`config.mk`:
```
export PLATFORM = sky130hd
export DESIGN_NAME = seg_display_scheduler
export DESIGN_NICKNAME = d
export VERILOG_FILES = /design/src/rtl/seg_display_scheduler.sv
export SDC_FILE = /design/constraint.sdc
export NUM_CORES = 1
export LEC_CHECK = 0
export BUFFER_PORTS_ARGS = -buffer_cell sky130_fd_sc_hd__buf_2
export CAP_MARGIN = 20
export CORE_MARGIN = 2
export CORE_UTILIZATION = 55
export CTS_BUF_LIST = sky130_fd_sc_hd__clkbuf_2
export DETAILED_ROUTE_END_ITERATION = 16
export GPL_TIMING_DRIVEN = 0
export PLACE_DENSITY = 0.76
export SYNTH_ARGS = -nofsm -noshare
export SYNTH_HDL_FRONTEND = slang
export SYNTH_SLANG_ARGS = --single-unit
export TNS_END_PERCENT = 10
```
`constraint.sdc`:
```
create_clock -name clk -period 2.2 [get_ports clk]
set_clock_uncertainty 0.15 [all_clocks]
set_input_delay 0 -clock clk [delete_from_list [all_inputs] [get_ports clk]]
set_output_delay 0 -clock clk [all_outputs]
set_load 0.005 [all_outputs]
```
`src/rtl/seg_display_scheduler.sv`:
```
// seg_display_scheduler
// Sequences a shared two-digit hex seven-segment driver. On a load strobe it
// snapshots the operands and product into shadow registers and bumps a load
// counter. It rotates the display through the enabled pages (operands,
// product, load count) at a dwell rate derived from the digit-scan timebase.
module seg_display_scheduler #(
  parameter int unsigned SCAN_DIV    = 100000,
  parameter int unsigned DWELL_SCANS = 500,
  parameter logic [2:0]  PAGE_MASK   = 3'b111
) (
  input  logic       clk,
  input  logic       rst,
  input  logic [3:0] a,
  input  logic [3:0] b,
  input  logic [7:0] prod,
  input  logic       load,
  input  logic       hold,
  output logic [3:0] val1,
  output logic [3:0] val2,
  output logic [1:0] page,
  output logic       blank,
  output logic       scan_tick,
  output logic       digit_sel
);

  localparam int unsigned PW = (SCAN_DIV > 1) ? $clog2(SCAN_DIV) : 1;
  localparam int unsigned DW = $clog2(DWELL_SCANS + 1);
  localparam logic [PW-1:0] PRESC_MAX = PW'(SCAN_DIV - 1);
  localparam logic [DW-1:0] DWELL_MAX = DW'(DWELL_SCANS - 1);

  localparam logic [1:0] PG_OPER  = 2'd0;
  localparam logic [1:0] PG_PROD  = 2'd1;
  localparam logic [1:0] PG_COUNT = 2'd2;

  typedef enum logic [0:0] {
    IDLE = 1'b0,
    SHOW = 1'b1
  } state_t;

  state_t        r_state;
  state_t        w_state_next;
  logic [PW-1:0] r_presc;
  logic          r_scan_tick;
  logic          r_digit_sel;
  logic [DW-1:0] r_dwell;
  logic [1:0]    r_page;
  logic [3:0]    r_shadow_a;
  logic [3:0]    r_shadow_b;
  logic [7:0]    r_shadow_p;
  logic [7:0]    r_load_cnt;
  logic          w_blank;
  logic [3:0]    w_val1;
  logic [3:0]    w_val2;

  // Lowest enabled page; falls back to OPER when no page is enabled.
  function automatic logic [1:0] first_page(input logic [2:0] mask);
    logic [1:0] res;
    if (mask[0]) begin
      res = PG_OPER;
    end else if (mask[1]) begin
      res = PG_PROD;
    end else if (mask[2]) begin
      res = PG_COUNT;
    end else begin
      res = PG_OPER;
    end
    return res;
  endfunction

  // Next enabled page in ascending order, wrapping COUNT back to OPER.
  function automatic logic [1:0] next_page(input logic [1:0] cur, input logic [2:0] mask);
    logic [1:0] res;
    case (cur)
      PG_OPER: begin
        if (mask[1])      res = PG_PROD;
        else if (mask[2]) res = PG_COUNT;
        else              res = PG_OPER;
      end
      PG_PROD: begin
        if (mask[2])      res = PG_COUNT;
        else if (mask[0]) res = PG_OPER;
        else              res = PG_PROD;
      end
      PG_COUNT: begin
        if (mask[0])      res = PG_OPER;
        else if (mask[1]) res = PG_PROD;
        else              res = PG_COUNT;
      end
      default: res = first_page(mask);
    endcase
    return res;
  endfunction

  // Free-running scan prescaler, registered tick and digit toggle.
  always_ff @(posedge clk or posedge rst) begin
    if (rst) begin
      r_presc     <= '0;
      r_scan_tick <= 1'b0;
      r_digit_sel <= 1'b0;
    end else begin
      if (r_presc == PRESC_MAX) begin
        r_presc <= '0;
      end else begin
        r_presc <= r_presc + PW'(1);
      end
      r_scan_tick <= (r_presc == PRESC_MAX);
      if (r_scan_tick) begin
        r_digit_sel <= ~r_digit_sel;
      end else begin
        r_digit_sel <= r_digit_sel;
      end
    end
  end

  // FSM state register.
  always_ff @(posedge clk or posedge rst) begin
    if (rst) begin
      r_state <= IDLE;
    end else begin
      r_state <= w_state_next;
    end
  end

  // FSM next state: leave IDLE on the first load, but only if a page exists to show.
  always_comb begin
    w_state_next = r_state;
    case (r_state)
      IDLE: begin
        if (load && (PAGE_MASK != 3'b000)) begin
          w_state_next = SHOW;
        end else begin
          w_state_next = IDLE;
        end
      end
      SHOW:    w_state_next = SHOW;
      default: w_state_next = IDLE;
    endcase
  end

  // Snapshot capture and load counter; inputs are only sampled on load.
  always_ff @(posedge clk or posedge rst) begin
    if (rst) begin
      r_shadow_a <= 4'd0;
      r_shadow_b <= 4'd0;
      r_shadow_p <= 8'd0;
      r_load_cnt <= 8'd0;
    end else if (load) begin
      r_shadow_a <= a;
      r_shadow_b <= b;
      r_shadow_p <= prod;
      r_load_cnt <= r_load_cnt + 8'd1;
    end else begin
      r_shadow_a <= r_shadow_a;
      r_shadow_b <= r_shadow_b;
      r_shadow_p <= r_shadow_p;
      r_load_cnt <= r_load_cnt;
    end
  end

  // Page rotation: load restarts at the first page, otherwise dwell on scan ticks unless held.
  always_ff @(posedge clk or posedge rst) begin
    if (rst) begin
      r_page  <= PG_OPER;
      r_dwell <= '0;
    end else if (load) begin
      r_page  <= first_page(PAGE_MASK);
      r_dwell <= '0;
    end else if ((r_state == SHOW) && r_scan_tick && !hold) begin
      if (r_dwell == DWELL_MAX) begin
        r_dwell <= '0;
        r_page  <= next_page(r_page, PAGE_MASK);
      end else begin
        r_dwell <= r_dwell + DW'(1);
        r_page  <= r_page;
      end
    end else begin
      r_page  <= r_page;
      r_dwell <= r_dwell;
    end
  end

  // Page content mux; everything dark until the first valid snapshot.
  always_comb begin
    w_blank = (r_state != SHOW);
    w_val1  = 4'd0;
    w_val2  = 4'd0;
    if (w_blank) begin
      w_val1 = 4'd0;
      w_val2 = 4'd0;
    end else begin
      case (r_page)
        PG_OPER: begin
          w_val1 = r_shadow_a;
          w_val2 = r_shadow_b;
        end
        PG_PROD: begin
          w_val1 = r_shadow_p[7:4];
          w_val2 = r_shadow_p[3:0];
        end
        PG_COUNT: begin
          w_val1 = r_load_cnt[7:4];
          w_val2 = r_load_cnt[3:0];
        end
        default: begin
          w_val1 = 4'd0;
          w_val2 = 4'd0;
        end
      endcase
    end
  end

  assign val1      = w_val1;
  assign val2      = w_val2;
  assign page      = w_blank ? PG_OPER : r_page;
  assign blank     = w_blank;
  assign scan_tick = r_scan_tick;
  assign digit_sel = r_digit_sel;

endmodule
```
==> report_table.html <==
<table>
<tr><th>Metric</th><th>Value</th></tr>
<tr><th colspan="2">Outcome</th></tr>
<tr><td>Result of the run</td><td>completed</td></tr>
<tr><th colspan="2">Synth</th></tr>
<tr><td>Flip-flop cell with the highest count after synthesis</td><td>sky130_fd_sc_hd__dfrtp_1</td></tr>
<tr><td>Most numerous cell in the Yosys netlist</td><td>sky130_fd_sc_hd__dfrtp_1</td></tr>
<tr><td>Post-synthesis cell type with the largest combined area</td><td>sky130_fd_sc_hd__dfrtp_1</td></tr>
<tr><td>Cell variety after synth</td><td>44</td></tr>
<tr><td>Proportion of netlist area held by the largest area contributor</td><td>52.5%</td></tr>
<tr><td>Async S/R FF share, synth</td><td>100%</td></tr>
<tr><td>Post-Syn Area</td><td>roughly 2600 µm²</td></tr>
<tr><td>Leading post-synthesis cells by cell area</td><td>sky130_fd_sc_hd__dfrtp_1 53%, sky130_fd_sc_hd__mux2_2 7.3%, sky130_fd_sc_hd__xor2_1 5.3%</td></tr>
<tr><td>Count of flip-flops with a built-in enable after synthesis</td><td>0</td></tr>
<tr><td>Top cells by instance count after synthesis</td><td>55 x sky130_fd_sc_hd__dfrtp_1, 34 x sky130_fd_sc_hd__nor2_1, 17 x sky130_fd_sc_hd__mux2_2, 16 x sky130_fd_sc_hd__xor2_1</td></tr>
<tr><td>Gate count of the mapped netlist</td><td>between 200 and 250</td></tr>
<tr><td>Register area share after synthesis</td><td>52.5%</td></tr>
<tr><td>Avg Synthesized Cell Area</td><td>~11 µm²</td></tr>
<tr><td>Seq cells post-synth</td><td>between 50 and 60</td></tr>
<tr><td>Yosys warns</td><td>0</td></tr>
<tr><td>Nets in the synthesized netlist</td><td>about 260</td></tr>
<tr><th colspan="2">Worst setup path</th></tr>
<tr><td>Top delay family on crit path</td><td>flip-flops</td></tr>
<tr><td>Critical path's slowest cell</td><td>sky130_fd_sc_hd__dfrtp_1</td></tr>
<tr><td>Maximum single-stage delay on the critical path</td><td>0.46 ns</td></tr>
<tr><td>Crit start category</td><td>flip-flop</td></tr>
<tr><td>WP data arrival</td><td>around 1.9 ns</td></tr>
<tr><td>Nature of the critical path endpoint</td><td>output port</td></tr>
<tr><td>Cell chain of the critical path</td><td>buf_2, mux2i_1, nor2_1, a21oi_1, nor2_1, buf_2</td></tr>
<tr><td>Capture point of the worst reg-to-reg path</td><td>r_page[1]</td></tr>
<tr><td>Launch instance of the worst register-to-register path</td><td>r_dwell[0]</td></tr>
<tr><td>Crit path launch</td><td>r_page[0]</td></tr>
<tr><td>FF-to-FF setup slack</td><td>about 0.24 ns</td></tr>
<tr><td>WS Path Type</td><td>flip-flop to output port</td></tr>
<tr><td>Buf/Inv on CP</td><td>2</td></tr>
<tr><td>Worst-path maximum fanout</td><td>10</td></tr>
<tr><td>Critical path required time</td><td>2.05 ns</td></tr>
<tr><td>Count of cells along the worst register-to-register path</td><td>5</td></tr>
<tr><th colspan="2">Routing</th></tr>
<tr><td>DRT Wirelength</td><td>roughly 5100 µm</td></tr>
<tr><td>Drc violations</td><td>0</td></tr>
<tr><td>Detail Route Antenna Nets</td><td>0</td></tr>
<tr><td>Detailed-route vias per instance</td><td>5.49</td></tr>
<tr><td>Drt wl/cell</td><td>roughly 14 µm</td></tr>
<tr><td>Vias post-DR</td><td>slightly below 2k</td></tr>
<tr><td>Drt first-iter violations</td><td>121</td></tr>
<tr><td>Total iterations of the first detailed-routing run</td><td>4</td></tr>
<tr><th colspan="2">Layout</th></tr>
<tr><td>Number of diodes</td><td>0</td></tr>
<tr><td>Sequential cell area</td><td>~1400 µm²</td></tr>
<tr><td>Non-filler instance count after layout</td><td>351</td></tr>
<tr><td>Share of post-route cells with drive strength above 1</td><td>between 20 and 25%</td></tr>
<tr><td>Count of nets after finishing</td><td>roughly 320</td></tr>
<tr><td>Combined area of the multi-input logic cells</td><td>approximately 1200 µm²</td></tr>
<tr><td>Synthesis-to-layout area growth</td><td>20.8%</td></tr>
<tr><td>Filler Cell Count</td><td>approximately 360</td></tr>
<tr><th colspan="2">Clocking</th></tr>
<tr><td>Cell at the root of the clock tree</td><td>sky130_fd_sc_hd__clkbuf_2</td></tr>
<tr><td>TritonCTS clock tree</td><td>yes</td></tr>
<tr><td>Number of H-tree branching levels</td><td>2</td></tr>
<tr><td>Clock Pin Slew Worst Setup and Hold Paths</td><td>around 0.27 ns</td></tr>
<tr><td>Maximum number of buffers from clock root to sink</td><td>2</td></tr>
<tr><td>TritonCTS buffer count</td><td>5</td></tr>
<tr><td>Later-pin clock latency in the skew report</td><td>around 0.43 ns</td></tr>
<tr><td>Clk sink count</td><td>55</td></tr>
<tr><td>Count of buffers added by post-CTS timing repair for setup</td><td>0</td></tr>
<tr><th colspan="2">Floorplanning</th></tr>
<tr><td>Starting density of the core</td><td>between 50% and 60%</td></tr>
<tr><td>Die outline area</td><td>5330 µm²</td></tr>
<tr><td>I/O pins</td><td>33</td></tr>
<tr><td>Core footprint</td><td>approximately 4700 µm²</td></tr>
<tr><td># rows</td><td>25</td></tr>
<tr><td>Height of the die</td><td>73.0 µm</td></tr>
<tr><td>Die width</td><td>73.0 µm</td></tr>
<tr><th colspan="2">GRT</th></tr>
<tr><td>Global-route usage over all layers</td><td>roughly a fifth</td></tr>
<tr><td>Via count of the first global-routing pass</td><td>about 1.8k</td></tr>
<tr><td>Largest net degree at the start of global routing</td><td>41</td></tr>
<tr><td>Wire length of the first global-routing pass</td><td>8630 µm</td></tr>
<tr><td>Number of antenna violations at the first check in global routing</td><td>0</td></tr>
<tr><td>Global route total overflow</td><td>0</td></tr>
<tr><th colspan="2">Timing</th></tr>
<tr><td>Tcrit/Tclk final</td><td>between 90% and 100%</td></tr>
<tr><td>RSZ-0062 raised after global routing</td><td>false</td></tr>
<tr><td>Final Hold Viols</td><td>0</td></tr>
<tr><td>Post-route worst setup slack</td><td>approximately 0.18 ns</td></tr>
<tr><td>Least-Margin Pin Slew</td><td>approximately 0.55 ns</td></tr>
<tr><td>Final Critical Period</td><td>between 2 and 2.5 ns</td></tr>
<tr><td>TNS Setup</td><td>0 ns</td></tr>
<tr><td>Final max-slew violation count</td><td>0</td></tr>
<tr><td>Final Hold Slack</td><td>0.145 ns</td></tr>
<tr><td>Setup violation total in the final timing report</td><td>0</td></tr>
<tr><td>Slew HR</td><td>between 60% and 70%</td></tr>
<tr><td>Highest Clock Rate</td><td>494 MHz</td></tr>
<tr><th colspan="2">Flow run</th></tr>
<tr><td>Reported max-cap violation count</td><td>0</td></tr>
<tr><th colspan="2">Hold path</th></tr>
<tr><td>Depth of the worst hold-timing path</td><td>3</td></tr>
<tr><td>Hold-critical path endpoint</td><td>r_shadow_b[1]</td></tr>
<tr><td>Min-Delay Startpoint</td><td>b[1]</td></tr>
<tr><td>Class of the most critical hold timing path</td><td>input port to flip-flop</td></tr>
<tr><th colspan="2">Placed design</th></tr>
<tr><td>Total placed cells including tap cells</td><td>between 300 and 400</td></tr>
<tr><td>Weighted congestion reported at the end of routability-driven placement</td><td>0.825</td></tr>
<tr><td>Input/output buffers</td><td>32</td></tr>
<tr><td>Half-perimeter wire length of the detailed placement result</td><td>3320 µm</td></tr>
<tr><td>Worst-case setup slack after placement</td><td>0.146 ns</td></tr>
<tr><th colspan="2">Pwr</th></tr>
<tr><td>PD cells</td><td>655 nW/µm²</td></tr>
<tr><td>Worst vdd rail ir drop</td><td>roughly 0.00034 V</td></tr>
<tr><td>Leakage component of the power</td><td>0.00142 µW</td></tr>
</table>
[worst max-delay path by stage]
stage,endpoint,cells after the start
6_report,val2[0],6
5_1_grt,val1[2],6
4_1_cts,r_presc[9],5
3_5_place_dp,r_presc[9],5
3_3_place_gp,r_shadow_p[6],2
2_1_floorplan,r_page[1],5
[timing repair]
item / 4_1_cts / 5_1_grt
endpoints found under the hold margin: 76 / 0
resized for setup: 0 / 1
hold buffers: 20 / 0
endpoints found under the setup margin: 0 / 7
[metal layers]
layer | track usage (%) | up-vias | share of wire [%]
met2 | 34.0 | 32 | 48
met4 | 7.20 | 0 | 1.7
li1 | - | 946 | -
met5 | 0 | - | 0
met3 | 4.56 | 8 | 2.9
met1 | 27.8 | 941 | 47
[power by group]
group / leakage [µW] / internal [µW] / switching [µW]
logic: 0.000671 / 149 / 108
registers: 0.000701 / 1100 / 91.1
clock network: 0.0000532 / 310 / 311
[cells by family after synthesis]
kind of cell	share of synthesized area [%]
AND/OR/NAND/NOR	19.2
adder cells (fa/ha/maj)	1.43
XOR/XNOR	9.03
multiplexers	10.7
buffers and inverters	1.67
flip-flops	52.5
AO/OA/AOI/OAI	5.35
[sequential cells by signal, indices dropped and copies added, names as in the netlist]
register    flops
r_page          2
r_dwell         9
r_shadow_a      4
digit_sel       1
r_load_cnt      8
r_state         1
r_shadow_b      4
r_shadow_p      8
scan_tick       1
r_presc        17
[final cells by class]
cell class | instances | share of cell area, %
buffer | 8 | 1.15
clock buffer | 6 | 0.949
clock inverter | 2 | 1.90
inverter | 2 | 0.237
multi-input combinational | 171 | 38.1
sequential | 55 | 43.5
tap | 54 | 2.14
timing repair buffer | 53 | 12.0
[per-stage QoR]
step	power (µW)	area (µm²)	util, %
5_1_grt	2180	3160	67.9
4_1_cts	2080	3160	67.8
6_report	2070	3160	67.9
3_5_place_dp	1440	2870	61.5
3_3_place_gp	1430	2850	61.1
2_1_floorplan	1360	2620	-
[tightest hold or removal path, cell delays in order]
cell and delay [ns]:
sky130_fd_sc_hd__dlygate4sd3_1 0.51, sky130_fd_sc_hd__buf_2 0.09, sky130_fd_sc_hd__mux2_2 0.12
[layout by cell type, fill, tap and decap left out, types with 2 or more instances in the layout]
cell                            Yosys  final
sky130_fd_sc_hd__dfrtp_1           55     55
sky130_fd_sc_hd__buf_2              2     34
sky130_fd_sc_hd__nor2_1            34     34
sky130_fd_sc_hd__dlygate4sd3_1      0     20
sky130_fd_sc_hd__mux2_2            17     17
sky130_fd_sc_hd__xor2_1            16     16
sky130_fd_sc_hd__nand2_1           12     12
sky130_fd_sc_hd__a21oi_1           12     12
sky130_fd_sc_hd__xnor2_1           11     11
sky130_fd_sc_hd__nand4_1           10     10
sky130_fd_sc_hd__mux2i_1            9      9
sky130_fd_sc_hd__nand3_1            8      8
sky130_fd_sc_hd__clkbuf_2           0      6
sky130_fd_sc_hd__and4_1             5      5
sky130_fd_sc_hd__buf_1              3      3
sky130_fd_sc_hd__and2_1             3      3
sky130_fd_sc_hd__or3_1              3      3
sky130_fd_sc_hd__ha_1               3      3
sky130_fd_sc_hd__nor3_1             2      2
sky130_fd_sc_hd__nor2b_1            2      2
sky130_fd_sc_hd__clkbuf_1           2      2
sky130_fd_sc_hd__o2111ai_1          2      2
sky130_fd_sc_hd__o211ai_1           2      2
sky130_fd_sc_hd__bufinv_16          0      2
(Power assumes the default switching activity.)
